==> src/rtl/ram_access_sequencer.sv <==
// ram_access_sequencer: converts the megarom controller's level strobes into
// one-shot REQ/ACK memory transactions, with read latch, WAIT_n stretch,
// queued refresh, one-entry read cache and timeout abort.
//
// state  | meaning
// -------+-------------------------------------------------------------
// S_IDLE | no access in flight; accepts strobe falls or pending refresh
// S_RD   | read request outstanding, WAIT_n held low
// S_WR   | write request outstanding
// S_RF   | refresh request outstanding
// S_HOLD | access finished, waiting for OE_n and WE_n to be released
module ram_access_sequencer #(
  parameter int ADDR_W    = 22,
  parameter int TIMEOUT   = 255,
  parameter bit USE_CACHE = 1'b1
) (
  input  logic              CLK,
  input  logic              RESET_n,
  input  logic [ADDR_W-1:0] ADDR,
  input  logic [7:0]        DIN,
  input  logic              OE_n,
  input  logic              WE_n,
  input  logic              RFSH_n,
  output logic [7:0]        DOUT,
  output logic              WAIT_n,
  output logic              MEM_REQ,
  output logic              MEM_WE,
  output logic [ADDR_W-1:0] MEM_ADDR,
  output logic [7:0]        MEM_WDATA,
  output logic              MEM_RFSH,
  input  logic              MEM_ACK,
  input  logic [7:0]        MEM_RDATA,
  output logic              ERR
);

  typedef enum logic [2:0] {S_IDLE, S_RD, S_WR, S_RF, S_HOLD} state_t;

  // Timer counts down from the load value; reaching 1 with no ACK is the
  // terminal count. A load of 0 disables the timeout entirely.
  localparam logic [7:0] TMR_LOAD = 8'(TIMEOUT);

  state_t            state, state_n;
  logic              oe_s, we_s, rf_s;
  logic              prev_oe, prev_we, prev_rf;
  logic [7:0]        dout_n;
  logic              wait_n_n, mem_req_n, mem_we_n, mem_rfsh_n, err_n;
  logic [ADDR_W-1:0] mem_addr_n;
  logic [7:0]        mem_wdata_n;
  logic              cache_valid, cache_valid_n;
  logic [ADDR_W-1:0] cache_tag, cache_tag_n;
  logic [7:0]        cache_data, cache_data_n;
  logic              rf_pend, rf_pend_n, rf_clr;
  logic [7:0]        tmr, tmr_n;
  logic              start_oe, start_we, start_rf, cache_hit, tmr_tc;

  assign start_oe  = prev_oe & ~oe_s;
  assign start_we  = prev_we & ~we_s;
  assign start_rf  = prev_rf & ~rf_s;
  assign cache_hit = USE_CACHE && cache_valid && (ADDR == cache_tag);
  assign tmr_tc    = (tmr == 8'd1);

  // Next-state and next-output decode for all registered outputs.
  always_comb begin
    state_n       = state;
    dout_n        = DOUT;
    wait_n_n      = WAIT_n;
    mem_req_n     = MEM_REQ;
    mem_we_n      = MEM_WE;
    mem_addr_n    = MEM_ADDR;
    mem_wdata_n   = MEM_WDATA;
    mem_rfsh_n    = MEM_RFSH;
    err_n         = ERR;
    cache_valid_n = cache_valid;
    cache_tag_n   = cache_tag;
    cache_data_n  = cache_data;
    tmr_n         = tmr;
    rf_clr        = 1'b0;
    case (state)
      S_IDLE: begin
        if (start_we) begin
          state_n     = S_WR;
          mem_req_n   = 1'b1;
          mem_we_n    = 1'b1;
          mem_addr_n  = ADDR;
          mem_wdata_n = DIN;
          tmr_n       = TMR_LOAD;
          if (ADDR == cache_tag) cache_valid_n = 1'b0;
        end else if (start_oe) begin
          if (cache_hit) begin
            dout_n  = cache_data;
            state_n = S_HOLD;
          end else begin
            state_n    = S_RD;
            mem_req_n  = 1'b1;
            mem_we_n   = 1'b0;
            mem_addr_n = ADDR;
            wait_n_n   = 1'b0;
            tmr_n      = TMR_LOAD;
          end
        end else if (rf_pend) begin
          state_n    = S_RF;
          mem_rfsh_n = 1'b1;
          tmr_n      = TMR_LOAD;
        end
      end
      S_RD: begin
        if (MEM_ACK) begin
          dout_n        = MEM_RDATA;
          cache_data_n  = MEM_RDATA;
          cache_tag_n   = MEM_ADDR;
          cache_valid_n = 1'b1;
          mem_req_n     = 1'b0;
          wait_n_n      = 1'b1;
          state_n       = S_HOLD;
        end else if (tmr_tc) begin
          dout_n    = 8'hFF;
          mem_req_n = 1'b0;
          wait_n_n  = 1'b1;
          err_n     = 1'b1;
          state_n   = S_HOLD;
        end else if (tmr != 8'd0) begin
          tmr_n = tmr - 8'd1;
        end
      end
      S_WR: begin
        if (MEM_ACK) begin
          mem_req_n = 1'b0;
          state_n   = S_HOLD;
        end else if (tmr_tc) begin
          mem_req_n = 1'b0;
          err_n     = 1'b1;
          state_n   = S_HOLD;
        end else if (tmr != 8'd0) begin
          tmr_n = tmr - 8'd1;
        end
      end
      S_RF: begin
        if (MEM_ACK) begin
          mem_rfsh_n = 1'b0;
          rf_clr     = 1'b1;
          state_n    = S_IDLE;
        end else if (tmr_tc) begin
          mem_rfsh_n = 1'b0;
          rf_clr     = 1'b1;
          err_n      = 1'b1;
          state_n    = S_IDLE;
        end else if (tmr != 8'd0) begin
          tmr_n = tmr - 8'd1;
        end
      end
      S_HOLD: begin
        if (oe_s && we_s) state_n = S_IDLE;
      end
      default: state_n = S_IDLE;
    endcase
    // A fresh refresh fall in the same cycle as the completing ACK is kept.
    rf_pend_n = start_rf ? 1'b1 : (rf_clr ? 1'b0 : rf_pend);
  end

  // State, strobe edge detectors and output registers.
  always_ff @(posedge CLK) begin
    if (!RESET_n) begin
      state       <= S_IDLE;
      oe_s        <= 1'b1;
      we_s        <= 1'b1;
      rf_s        <= 1'b1;
      prev_oe     <= 1'b1;
      prev_we     <= 1'b1;
      prev_rf     <= 1'b1;
      DOUT        <= 8'h00;
      WAIT_n      <= 1'b1;
      MEM_REQ     <= 1'b0;
      MEM_WE      <= 1'b0;
      MEM_ADDR    <= '0;
      MEM_WDATA   <= 8'h00;
      MEM_RFSH    <= 1'b0;
      ERR         <= 1'b0;
      cache_valid <= 1'b0;
      cache_tag   <= '0;
      cache_data  <= 8'h00;
      rf_pend     <= 1'b0;
      tmr         <= 8'd0;
    end else begin
      state       <= state_n;
      oe_s        <= OE_n;
      we_s        <= WE_n;
      rf_s        <= RFSH_n;
      prev_oe     <= oe_s;
      prev_we     <= we_s;
      prev_rf     <= rf_s;
      DOUT        <= dout_n;
      WAIT_n      <= wait_n_n;
      MEM_REQ     <= mem_req_n;
      MEM_WE      <= mem_we_n;
      MEM_ADDR    <= mem_addr_n;
      MEM_WDATA   <= mem_wdata_n;
      MEM_RFSH    <= mem_rfsh_n;
      ERR         <= err_n;
      cache_valid <= cache_valid_n;
      cache_tag   <= cache_tag_n;
      cache_data  <= cache_data_n;
      rf_pend     <= rf_pend_n;
      tmr         <= tmr_n;
    end
  end

endmodule

==> config.mk <==
export PLATFORM = sky130hd
export DESIGN_NAME = ram_access_sequencer
export DESIGN_NICKNAME = d
export VERILOG_FILES = /design/src/rtl/ram_access_sequencer.sv
export SDC_FILE = /design/constraint.sdc
export NUM_CORES = 1
export LEC_CHECK = 0
export CORE_ASPECT_RATIO = 0.7
export CORE_MARGIN = 8
export CORE_UTILIZATION = 45
export CTS_CLUSTER_DIAMETER = 150
export DETAILED_ROUTE_END_ITERATION = 6
export GPL_ROUTABILITY_DRIVEN = 0
export PLACE_DENSITY = 0.73
export SETUP_SLACK_MARGIN = 0.4
export SYNTH_ARGS = -nofsm -noshare
export SYNTH_HDL_FRONTEND = slang
export SYNTH_SLANG_ARGS = --single-unit
==> constraint.sdc <==
create_clock -name CLK -period 2.2 [get_ports CLK]
set_input_delay 0.55 -clock CLK [delete_from_list [all_inputs] [get_ports CLK]]
set_output_delay 0.55 -clock CLK [all_outputs]
set_load 0.005 [all_outputs]
---- Word level (Yosys, flattened, before mapping) ----
Cells that the tools add are included.
storage, ports and cells
  flip-flop bits (word level) ............. 92
  latch bits .............................. 0
  memory bits (writable) .................. 0
  memory bits (read-only) ................. 0
  input bits .............................. 44
  word-level logic and storage cells ...... 131
  memories kept ........................... 0
operators by class
  add/subtract/negate cells ............... 1
  multiply operators ...................... 0
  div/mod/pow operators ................... 0
  $lt $le $gt $ge ......................... 0
  eq/ne operators ......................... 27
  shifts and indexed selects .............. 0
  mux-type cells .......................... 53
  bitwise operators ....................... 7
  reductions and logical operators ........ 23
operators with widths
  operator                                                            count
  8-bit two-way mux                                                   12
  22-bit two-way mux                                                  3
  8-bit case mux with 2 select lines                                  2
  3-bit two-way mux                                                   9
  2-bit inequality test, second input constant                        13
  22-bit == test                                                      1
  1-bit two-way mux                                                   22
  5-bit AND reduction                                                 3
  3-bit inequality test, second input constant                        4
  3-bit case mux with 4 select lines                                  1
  4-bit AND reduction                                                 3
  2-bit nonzero test                                                  6
  8-bit by 1-bit == test with 1-bit output, second input constant     1
  4-bit inequality test, second input constant                        2
  1-bit case mux with 2 select lines                                  4
  8-bit nonzero test                                                  1
  8-bit by 1-bit subtractor with 8-bit output, second input constant  1
  3-bit by 2-bit == test with 1-bit output, second input constant     2
  3-bit AND reduction                                                 2
  6-bit AND reduction                                                 1
  1-bit NOT                                                           4
  2-bit AND reduction                                                 2
  1-bit AND                                                           3
  3-bit by 1-bit == test with 1-bit output, second input constant     1
  other kinds (7)                                                     8

---- Logic depth before layout (Yosys ltp) ----
Gate-level depths: netlist of the first run.
  depth after elaboration ................. 6
  gate-level depth with buffers ........... 8
  depth with buffers taken out ............ 8

---- Least setup slack after synthesis of the first run ----
No wires, ideal clock.
  path kind ............................... input port to flip-flop
  from .................................... input port ADDR[14]
  to ...................................... register MEM_ADDR[15]
  arrival time ............................ 2,009 ps
  path slack .............................. 134 ps
  cell stages on the path ................. 7
  buffers on the path ..................... 1
  path through ............................ xnor2_1 > nand4_1 > nor4_4 > nand2_4 > a311oi_4 > buf_6 > a22o_2
between the ends
  longest elaborated chain between the ends .. 4
RTL lines
  what                                    RTL line  source
  start: declaration                      19        input logic [ADDR_W-1:0] ADDR,
  22-bit == test                          59        assign cache_hit = USE_CACHE && cache_valid && (ADDR == cache_tag);
  1-bit logical AND                       59
  2-bit inequality test (no source line)  -
  3-bit AND reduction (no source line)    -
  end signal: assignment                  195       MEM_ADDR <= mem_addr_n;
  end: declaration                        28        output logic [ADDR_W-1:0] MEM_ADDR,
No other way between the ends.
A chain may end at the register's enable or synchronous reset.

---- Worst setup path in the final report of the first run ----
  from .................................... input port ADDR[8]
  to ...................................... register MEM_ADDR[1]
The elaborated chain is that of the path after synthesis.

==> results.ini, run 1 <==
[finish]
multi_input_area_mm2=0.002245
final_util_pct=70.45
final_common_cell=nand2_1
drive_gt1_share_pct=31.53
syn_to_final_growth_pct=53.20
nNetsFinal=598
seq_area_mm2=0.001879
antennaDiodeCount=0
finalNonFillerCells=660
fillers=589
layout_common_cells=97 x nand2_1, 64 x dfxtp_1, 53 x clkdlybuf4s50_1

[sta]
fin_crit_sh_pct=97.06
final.setup.worst_slack_ns=0.06474
worst_clock_skew_ns=0.008329
max_slew_margin_pct=66.10
tightest_slew_ns=0.4957
finalHoldViolCount=0
fmax_mhz=468.3
drv_slew=0
fin_crit_ns=2.135
setup_viol=0
rsz0062_at_grt=yes

[status]
status=complete, no violations

[floorplanning]
die_height_um=93.55
core_area_mm2=0.008408
std_cell_rows=28
die_x_um=126.8
initial_core_util_pct=45.98
ioPinCount=87
dieArea_mm2=0.01186

[setup_path]
worst_r2r_endpoint=MEM_ADDR[1]
critPathRequiredTime_ns=2.48
startpoint=ADDR[8]
rr_startpoint=cache_tag[8]
crit_fanout=6
cp.arrival_ns=2.42
worstSetupPathType=in2reg
r2r_slack_ns=0.07
worst_setup_path_end_kind=flop
ff2ff_path_depth=9
critPathLaunchType=input pin

[hold_path]
holdPathStages=2
hold_path_end=MEM_ADDR[21]
min_from=ADDR[21]
min_path_type=in2reg

[clocking]
worstSkewPairLatency_ns=0.34
cts.clk_slew.worst_paths_ns=0.07
h-tree-depth=3
cts_buffers=9
cts_root_buffer=clkbuf_16
cts_buffer_depth=2
cts_tree=built
cts_sinks=92

[yosys]
netlist_area_mm2=0.003866
syn_area_per_cell_um2=8.991
ys_types=48
ys_ff_latch=92
synth_cells=430
ys_warn_count=0
synth_flop_cell=dfxtp_1
seq_area_frac_synth_pct=47.64
synthesis.nets=477
synthArstFlopShare_pct=0
synth_edf_count=0

[grt]
grt_first_pass_wirelength_mm=18.54
grt_use_total_pct=19.59
grt_max_degree=33
first_global_vias=3648
gr-total-overflow=0
antenna_found_initial=0

[detailed_routing]
wl_mm=12.46
drc=0
routedWlPerCell_um=18.87
viasPerCell=5.761
postRouteAntennaNets=0
via_count=3802
first_pass_iters=4
drt_iter0_markers=345

[placement]
placed_cells=618
pre_cts_ws_ns=-0.4745
place_hpwl_mm=7.371
port_buffers=86

[power_and_ir_drop]
p_int_w=0.004379
total_power_w=0.006663
clockPowerShare_pct=26.6
p_comb_share_pct=39.1
power_frac_seq_pct=34.3
p_sw_share_pct=34.28
p_per_area_mw_per_mm2=1125
ir_drop_mv=0.7449
p_switching_w=0.002284
p_leak_nw=2.373

[run]
cap_violations=0

[worst max-delay path by stage]
| stage | to | slack [ns] | cells past startpoint |
|---|---|---|---|
| global placement | DOUT[1] | -0.44 | 9 |
| global route | MEM_ADDR[1] | 0.04 | 9 |
| floorplan | MEM_ADDR[17] | 0.18 | 7 |
| finish | MEM_ADDR[1] | 0.06 | 10 |
| CTS | MEM_ADDR[1] | 0.18 | 9 |
| detailed placement | DOUT[2] | -0.47 | 9 |
[cells in the mapped netlist (2+ instances only)]
cell       n  area, um^2
nand2_1   97       364.1
dfxtp_1   92        1842
a21oi_1   50       250.2
xnor2_1   23       201.4
clkbuf_1  18       67.56
a22o_2    17       170.2
nor2_1    13       48.80
mux2i_1    9       90.09
nand2b_1   9       56.30
nand3b_1   8       60.06
nor3_1     8       40.04
o211ai_1   8       60.06
a22o_1     6       52.55
nand3_1    6       30.03
nand4_1    6       37.54
buf_2      5       25.02
o21ai_0    5       25.02
inv_1      4       15.01
a311oi_1   3       26.28
a31oi_1    3       18.77
buf_6      3       33.78
ha_1       3       37.54
nor3_2     3       30.03
or3_1      3       18.77
a211oi_1   2       15.01
nor2b_1    2       12.51
o41ai_1    2       17.52
or2_2      2       12.51
[worst max-delay path, cell delays in order]
cell	delay, ns
buf_2	0.12
xnor2_2	0.17
nand4_1	0.18
nor4_4	0.44
nand2_4	0.11
a311oi_4	0.31
buf_6	0.17
buf_12	0.10
buf_12	0.11
a22o_1	0.15
[per-stage QoR]
step	instance area (um^2)	hold slack [ns]	TNS, ns
after floorplan	3959	0.4116	0
after global placement	5010	0.4229	-16.86
after detailed placement	5010	0.4292	-16.89
after CTS	5702	0.4126	0
after global routing	5923	0.4167	0
final	5923	0.4241	0
[power groups by stage]
stage	sequential, W	clock, W	combinational (W)
5_1_grt	0.00231	0.00186	0.00278
4_1_cts	0.00223	0.00179	0.00227
3_5_place_dp	0.00222	0	0.00189
6_report	0.00229	0.00177	0.00260
2_1_floorplan	0.00214	0	0.00124
3_3_place_gp	0.00221	0	0.00185
[logic make-up after synthesis]
logic type | Yosys count | share of synthesized area [%]
buffers and inverters | 31 | 3.754
DFF | 92 | 47.64
muxes | 9 | 2.330
and+or+nand+nor | 165 | 20.45
AOI/OAI and AO/OA | 107 | 19.64
xor gates and xnor gates | 23 | 5.210
adders and majority gates | 3 | 0.9710
[registers in the layout, summed over array words and instances (netlist names)]
| register | cells |
|---|---|
| prev_rf | 1 |
| tmr | 8 |
| cache_tag | 22 |
| cache_data | 8 |
| we_s | 1 |
| MEM_WE | 1 |
| state | 3 |
| rf_pend | 1 |
| DOUT | 8 |
| MEM_REQ | 1 |
| prev_we | 1 |
| cache_valid | 1 |
| prev_oe | 1 |
| rf_s | 1 |
| MEM_RFSH | 1 |
| MEM_ADDR | 22 |
| ERR | 1 |
| oe_s | 1 |
| MEM_WDATA | 8 |
| WAIT_n | 1 |
[area by class of cell]
| cell class | instances | area share, % |
|---|---|---|
| Clock buffer | 11 | 4.098 |
| Multi-Input combinational cell | 309 | 37.90 |
| Sequential cell | 92 | 31.73 |
| Tap cell | 105 | 2.218 |
| Inverter | 5 | 0.3591 |
| Timing Repair Buffer | 134 | 22.05 |
| Clock inverter | 4 | 1.648 |
[layer usage]
layer | up-vias | part of all wire (%) | GRT usage, %
li1 | 1750 | - | -
met1 | 1818 | 43 | 24.38
met2 | 200 | 46 | 31.26
met3 | 34 | 8.6 | 6.875
met4 | 0 | 2.8 | 6.410
met5 | - | 0 | 0
[timing repair]
item | in CTS | in global routing
endpoints found under the setup margin | 48 | 87
cloned | 3 | 1
resized for setup | 104 | 63
pin swaps | 40 | 21
buffers inserted | 16 | 7
hold buffers | 0 | 0
Note: power is estimated with default switching activity, not from simulation.
==> run 2, diff against run 1 <==
--- a/config.mk
+++ b/config.mk
@@ -11,7 +11,8 @@
 export CTS_CLUSTER_DIAMETER = 150
 export DETAILED_ROUTE_END_ITERATION = 6
 export GPL_ROUTABILITY_DRIVEN = 0
-export PLACE_DENSITY = 0.73
+export GPL_TIMING_DRIVEN = 0
+export PLACE_DENSITY = 0.7
 export SETUP_SLACK_MARGIN = 0.4
 export SYNTH_ARGS = -nofsm -noshare
 export SYNTH_HDL_FRONTEND = slang
==> results.ini, run 2 (synthesized netlist as in run 1, its figures left out) <==
[sta]
fin_crit_ns=2.192  ; +0.05683 ns
setup_viol=0  ; unchanged
rsz0062_at_grt=yes
drv_slew=0  ; unchanged
fin_crit_sh_pct=99.64  ; +2.6 points
finalSetupTns_ns=0  ; unchanged
max_slew_margin_pct=61.15  ; -4.9 points
whs_ns=0.4470  ; +0.02285 ns
tightest_slew_ns=0.5827  ; +0.08698 ns
fmax_mhz=456.2  ; -2.6%
finalHoldViolCount=0  ; unchanged
worst_clock_skew_ns=0.008292  ; -0.00003683 ns

[setup_path]
ff2ff_path_depth=8  ; -1
rr_startpoint=cache_tag[18]
cp_num_cells=8  ; -2
critPathRequiredTime_ns=2.42  ; -0.06 ns
crit_path_end=MEM_ADDR[2]
crit_fanout=10  ; +4
crit_chain=xnor2_4, nand4_1, nor4_4, nand2_4, buf_4, a22o_4, buf_8, a22o_2
worst_path_max_delay_cell=nor4_4
cp.arrival_ns=2.42  ; about the same
crit_buf_inv=2  ; -2
r2r_slack_ns=0.008  ; -0.06 ns
startpoint=cache_tag[18]
worstSetupPathType=reg2reg
worst_r2r_endpoint=MEM_ADDR[2]
path_delay_family=simple AND/OR/NAND/NOR gates
slowest_delay_ns=0.43  ; about the same
critPathLaunchType=flop
worst_setup_path_end_kind=flop

[clocking]
cts_hold_buffers=0  ; unchanged
cts.clk_slew.worst_paths_ns=0.06  ; about the same
cts_sinks=92  ; unchanged
cts_tree=built
cts_buffers=9  ; unchanged
worstSkewPairLatency_ns=0.34  ; about the same
h-tree-depth=3  ; unchanged
cts_buffer_depth=2  ; unchanged
cts_root_buffer=clkbuf_16

[detailed_routing]
drc=0  ; unchanged
wl_mm=11.67  ; -6.3%
viasPerCell=5.479  ; -4.9%
drt_iter0_markers=265  ; -23%
first_pass_iters=4  ; unchanged
routedWlPerCell_um=17.82  ; -5.6%
via_count=3589  ; -5.6%
postRouteAntennaNets=0  ; unchanged

[finish]
antennaDiodeCount=0  ; unchanged
multi_input_area_mm2=0.002250  ; +0.22%
drive_gt1_share_pct=28.55  ; -3.0 points
final_area_mm2=0.005679  ; -4.1%
seq_area_mm2=0.001872  ; -0.40%
fillers=669  ; +14%
syn_to_final_growth_pct=46.89
nNetsFinal=593  ; -0.84%
final_util_pct=67.54  ; -2.9 points
layout_common_cells=97 x nand2_1, 70 x dfxtp_1, 57 x clkdlybuf4s50_1
final_common_cell=nand2_1
reg_top3=MEM_ADDR x22, cache_tag x22

[power_and_ir_drop]
clockPowerShare_pct=24.1  ; -2.5 points
p_comb_share_pct=40.4  ; +1.3 points
p_sw_share_pct=35.05  ; +0.77 points
p_switching_w=0.002175  ; -4.8%
p_per_area_mw_per_mm2=1093  ; -2.8%
power_frac_seq_pct=35.6  ; +1.3 points
p_leak_nw=2.183  ; -8.0%
p_int_w=0.004031  ; -7.9%
ir_drop_mv=0.6011  ; -19%

[grt]
grt_max_degree=14  ; -58%
gr-total-overflow=0  ; unchanged
first_global_vias=3630  ; -0.49%
grt_use_total_pct=19.02  ; -0.57 points
antenna_found_initial=0  ; unchanged
grt_first_pass_wirelength_mm=18.03  ; -2.8%

[floorplanning]
die_x_um=126.8  ; unchanged
std_cell_rows=28  ; unchanged
core_area_mm2=0.008408  ; unchanged
dieArea_mm2=0.01186  ; unchanged
die_height_um=93.55  ; unchanged
ioPinCount=87  ; unchanged
initial_core_util_pct=45.98  ; unchanged

[placement]
placed_cell_area_mm2=0.004951  ; -1.2%
place_hpwl_mm=7.898  ; +7.2%
port_buffers=86  ; unchanged

[status]
status=complete, no violations

[run]
cap_violations=0  ; unchanged

[hold_path]
min_path_type=reg2reg

-- run 2: changes by cell type in the layout (fill, tap and decap cells not counted), sizes merged --
cell / delta
buf: -19
clkbuf: +18
dlymetal6s2s: -5
clkdlybuf4s50: +4
a22o: -2
bufinv: -2
clkinv: +1
clkinvlp: -1
dlygate4sd2: +1
-- run 2: timing repair --
| action | in CTS | in global routing |
|---|---|---|
| cloned | 1 | 0 |
| endpoints found under the setup margin | 86 | 95 |
| setup buffers | 17 | 1 |
| hold endpoints to repair | 0 | 0 |
| resized for setup | 118 | 59 |
| pin swaps | 33 | 15 |
-- run 2: worst min-delay path by stage --
stage,start,endpoint,slack (ns),cells past startpoint
after floorplan,rf_s,prev_rf,0.41,1
after global routing,ADDR[18],MEM_ADDR[18],0.45,2
after CTS,ADDR[21],MEM_ADDR[21],0.43,2
final,rf_s,prev_rf,0.45,1
after detailed placement,rf_s,prev_rf,0.43,1
after global placement,rf_s,prev_rf,0.43,1
-- run 2: stage by stage --
step,instances,power (W),setup WS (ns)
floorplan,430,0.003384,0.1766
global placement,621,0.004044,-0.7189
detailed placement,621,0.004087,-0.7294
CTS,654,0.005963,0.1566
global route,655,0.006508,-0.02794
finish,655,0.006206,0.007916
-- run 2: area by class of cell --
| class | count | area share, % |
|---|---|---|
| multi-input combinational | 307 | 39.61 |
| sequential | 92 | 32.96 |
| timing repair buffer | 105 | 16.74 |
| clock buffer | 13 | 4.406 |
| buffer | 26 | 2.974 |
| tap | 105 | 2.313 |
| clock inverter | 2 | 0.6169 |
| inverter | 5 | 0.3745 |
-- run 2: power groups by stage --
stage,registers (W),clock network (W),logic (W)
global route,0.00224,0.00159,0.00268
finish,0.00221,0.00149,0.00250
floorplan,0.00214,0,0.00124
CTS,0.00217,0.00152,0.00227
detailed placement,0.00217,0,0.00191
global placement,0.00217,0,0.00188
-- run 2: per-layer routing --
metal | GRT usage [%] | share of wire [%] | vias up
met2 | 30.11 | 48 | 124
met1 | 24.59 | 44 | 1714
met4 | 5.523 | 0.63 | 0
met5 | 0 | 0 | -
met3 | 5.852 | 7.5 | 6
li1 | - | - | 1745
==> run 3, diff against run 2 <==
--- a/config.mk
+++ b/config.mk
@@ -12,8 +12,10 @@
 export DETAILED_ROUTE_END_ITERATION = 6
 export GPL_ROUTABILITY_DRIVEN = 0
 export GPL_TIMING_DRIVEN = 0
+export HOLD_SLACK_MARGIN = 0.06
 export PLACE_DENSITY = 0.7
 export SETUP_SLACK_MARGIN = 0.4
 export SYNTH_ARGS = -nofsm -noshare
 export SYNTH_HDL_FRONTEND = slang
 export SYNTH_SLANG_ARGS = --single-unit
+export TNS_END_PERCENT = 1
==> constraint.sdc (replaced) <==
create_clock -name CLK -period 2.8 [get_ports CLK]
set_input_delay 0.7 -clock CLK [delete_from_list [all_inputs] [get_ports CLK]]
set_output_delay 0.7 -clock CLK [all_outputs]
set_load 0.005 [all_outputs]
==> results.ini, run 3 (synthesized netlist as in run 1, its figures left out) <==
[detailed_routing]
wl_mm=11.27  ; -3.5%
via_count=3554  ; -0.98%
drt_iter0_markers=316  ; +19%
routedWlPerCell_um=17.28  ; -3.0%
viasPerCell=5.451  ; -0.52%
first_pass_iters=4  ; unchanged
postRouteAntennaNets=0  ; unchanged
drc=0  ; unchanged

[placement]
placed_cells=621  ; unchanged
place_hpwl_mm=7.879  ; -0.25%
pre_cts_ws_ns=-0.4113  ; +0.3181 ns
port_buffers=86  ; unchanged

[sta]
drv_slew=0  ; unchanged
final.setup.worst_slack_ns=0.3593  ; +0.3514 ns
setup_viol=0  ; unchanged
worst_clock_skew_ns=0.009530  ; +0.001237 ns
tightest_slew_ns=0.5804  ; -0.002380 ns
fin_crit_ns=2.441
fin_crit_sh_pct=87.17
finalHoldViolCount=0  ; unchanged
fmax_mhz=409.7
max_slew_margin_pct=61.31  ; +0.16 points
rsz0062_at_grt=yes

[hold_path]
min_path_type=reg2reg

[power_and_ir_drop]
power_frac_seq_pct=36.7  ; +1.1 points
p_switching_w=0.001561  ; -28%
p_int_w=0.003032  ; -25%
clockPowerShare_pct=28.7  ; +4.6 points
ir_drop_mv=0.4059  ; -32%
p_leak_nw=1.974  ; -9.6%
p_per_area_mw_per_mm2=849.7  ; -22%
p_sw_share_pct=33.98  ; -1.1 points
p_comb_share_pct=34.7  ; -5.7 points

[clocking]
cts_tree=built
worstSkewPairLatency_ns=0.34  ; about the same
h-tree-depth=3  ; unchanged
cts_buffers=9  ; unchanged
cts_root_buffer=clkbuf_16
cts_hold_buffers=0  ; unchanged
cts_sinks=92  ; unchanged
cts_buffer_depth=2  ; unchanged
cts.clk_slew.worst_paths_ns=0.06  ; about the same

[finish]
reg_top3=MEM_ADDR x22, cache_tag x22
final_util_pct=64.29  ; -3.3 points
drive_gt1_share_pct=15.36  ; -13 points
syn_to_final_growth_pct=39.81
nNetsFinal=589  ; -0.67%
antennaDiodeCount=0  ; unchanged
layout_common_cells=97 x nand2_1, 92 x dfxtp_1, 70 x clkdlybuf4s50_1
finalNonFillerCells=652  ; -0.46%
final_common_cell=nand2_1

[run]
cap_violations=0  ; unchanged

[floorplanning]
initial_core_util_pct=45.98  ; unchanged
dieArea_mm2=0.01186  ; unchanged
die_height_um=93.55  ; unchanged
std_cell_rows=28  ; unchanged
ioPinCount=87  ; unchanged
die_x_um=126.8  ; unchanged
core_area_mm2=0.008408  ; unchanged

[grt]
grt_first_pass_wirelength_mm=17.75  ; -1.5%
antenna_found_initial=0  ; unchanged
grt_use_total_pct=18.64  ; -0.38 points
gr-total-overflow=0  ; unchanged
grt_max_degree=17  ; +3
first_global_vias=3531  ; -2.7%

[setup_path]
critPathLaunchType=input pin
worst_setup_path_end_kind=flop
critPathRequiredTime_ns=3.02  ; +0.60 ns
cp.arrival_ns=2.67  ; +0.25 ns
worstSetupPathType=in2reg
crit_fanout=10  ; unchanged

[status]
status=complete, no violations

[run 3: cell types whose count changed in the layout (fill, tap and decap cells not counted), moves of 4 or more]
cell	delta
clkbuf_2	-4
a22o_2	+6
a21oi_2	-4
dfxtp_1	+22
dfxtp_2	-21
buf_6	-4
xnor2_1	+8
xnor2_2	-7
buf_2	-13
clkdlybuf4s50_1	+13
a21oi_1	+4
clkbuf_1	+10
a22o_4	-6
[run 3: repair_timing]
action,4_1_cts,5_1_grt
resized for setup,25,22
setup buffers,8,5
setup endpoints to repair,40,47
gates cloned,2,0
pin swaps,10,21
[run 3: cell type report]
type	instances	area [um^2]
multi-input combinational	307	1976
tap	105	131.4
clock inverter	6	96.34
clock buffer	10	229.0
timing repair buffer	101	977.2
sequential	92	1842
fill	693	3003
inverter	5	18.77
buffer	26	135.1
[run 3: worst max-delay path: stages]
cell and delay (ns):
clkdlybuf4s50_1 0.44, xnor2_1 0.23, nand4_1 0.22, nor2_4 0.17, nand2_4 0.08, buf_4 0.16
a22o_4 0.25, buf_4 0.19, a22o_2 0.22
[run 3: metal layers]
layer | vias up | wire (um) | track usage, %
met4 | 0 | 110 | 4.931
li1 | 1725 | - | -
met1 | 1689 | 5304 | 24.50
met5 | - | 0 | 0
met3 | 12 | 861 | 6.591
met2 | 128 | 4990 | 28.51
[run 3: stage by stage]
step / setup TNS, ns / hold slack [ns] / instance area [um^2] / total power (W)
after floorplan: 0 / 0.4116 / 3866 / 0.002611
after global placement: -9.806 / 0.4252 / 4858 / 0.003123
after detailed placement: -10.91 / 0.4363 / 4858 / 0.003166
after CTS: 0 / 0.4549 / 5331 / 0.004557
after global routing: 0 / 0.4722 / 5405 / 0.004843
final: 0 / 0.4512 / 5405 / 0.004593
[run 3: path summary, 6_finish.rpt]
check | from | endpoint | slack [ns] | cells past startpoint
worst max-delay path | ADDR[6] | MEM_ADDR[11] | 0.36 | 9
worst max register to register | tmr[0] | tmr[3] | 0.57 | 8
worst min register to register | rf_s | prev_rf | 0.45 | 1
worst min-delay path | rf_s | prev_rf | 0.45 | 1
[run 3: power groups by stage]
stage | registers (W) | logic [W] | clock network (W)
after detailed placement | 0.00170 | 0.00146 | 0
after floorplan | 0.00168 | 0.000935 | 0
after global routing | 0.00171 | 0.00174 | 0.00139
after CTS | 0.00167 | 0.00154 | 0.00134
after global placement | 0.00169 | 0.00143 | 0
final | 0.00168 | 0.00159 | 0.00132
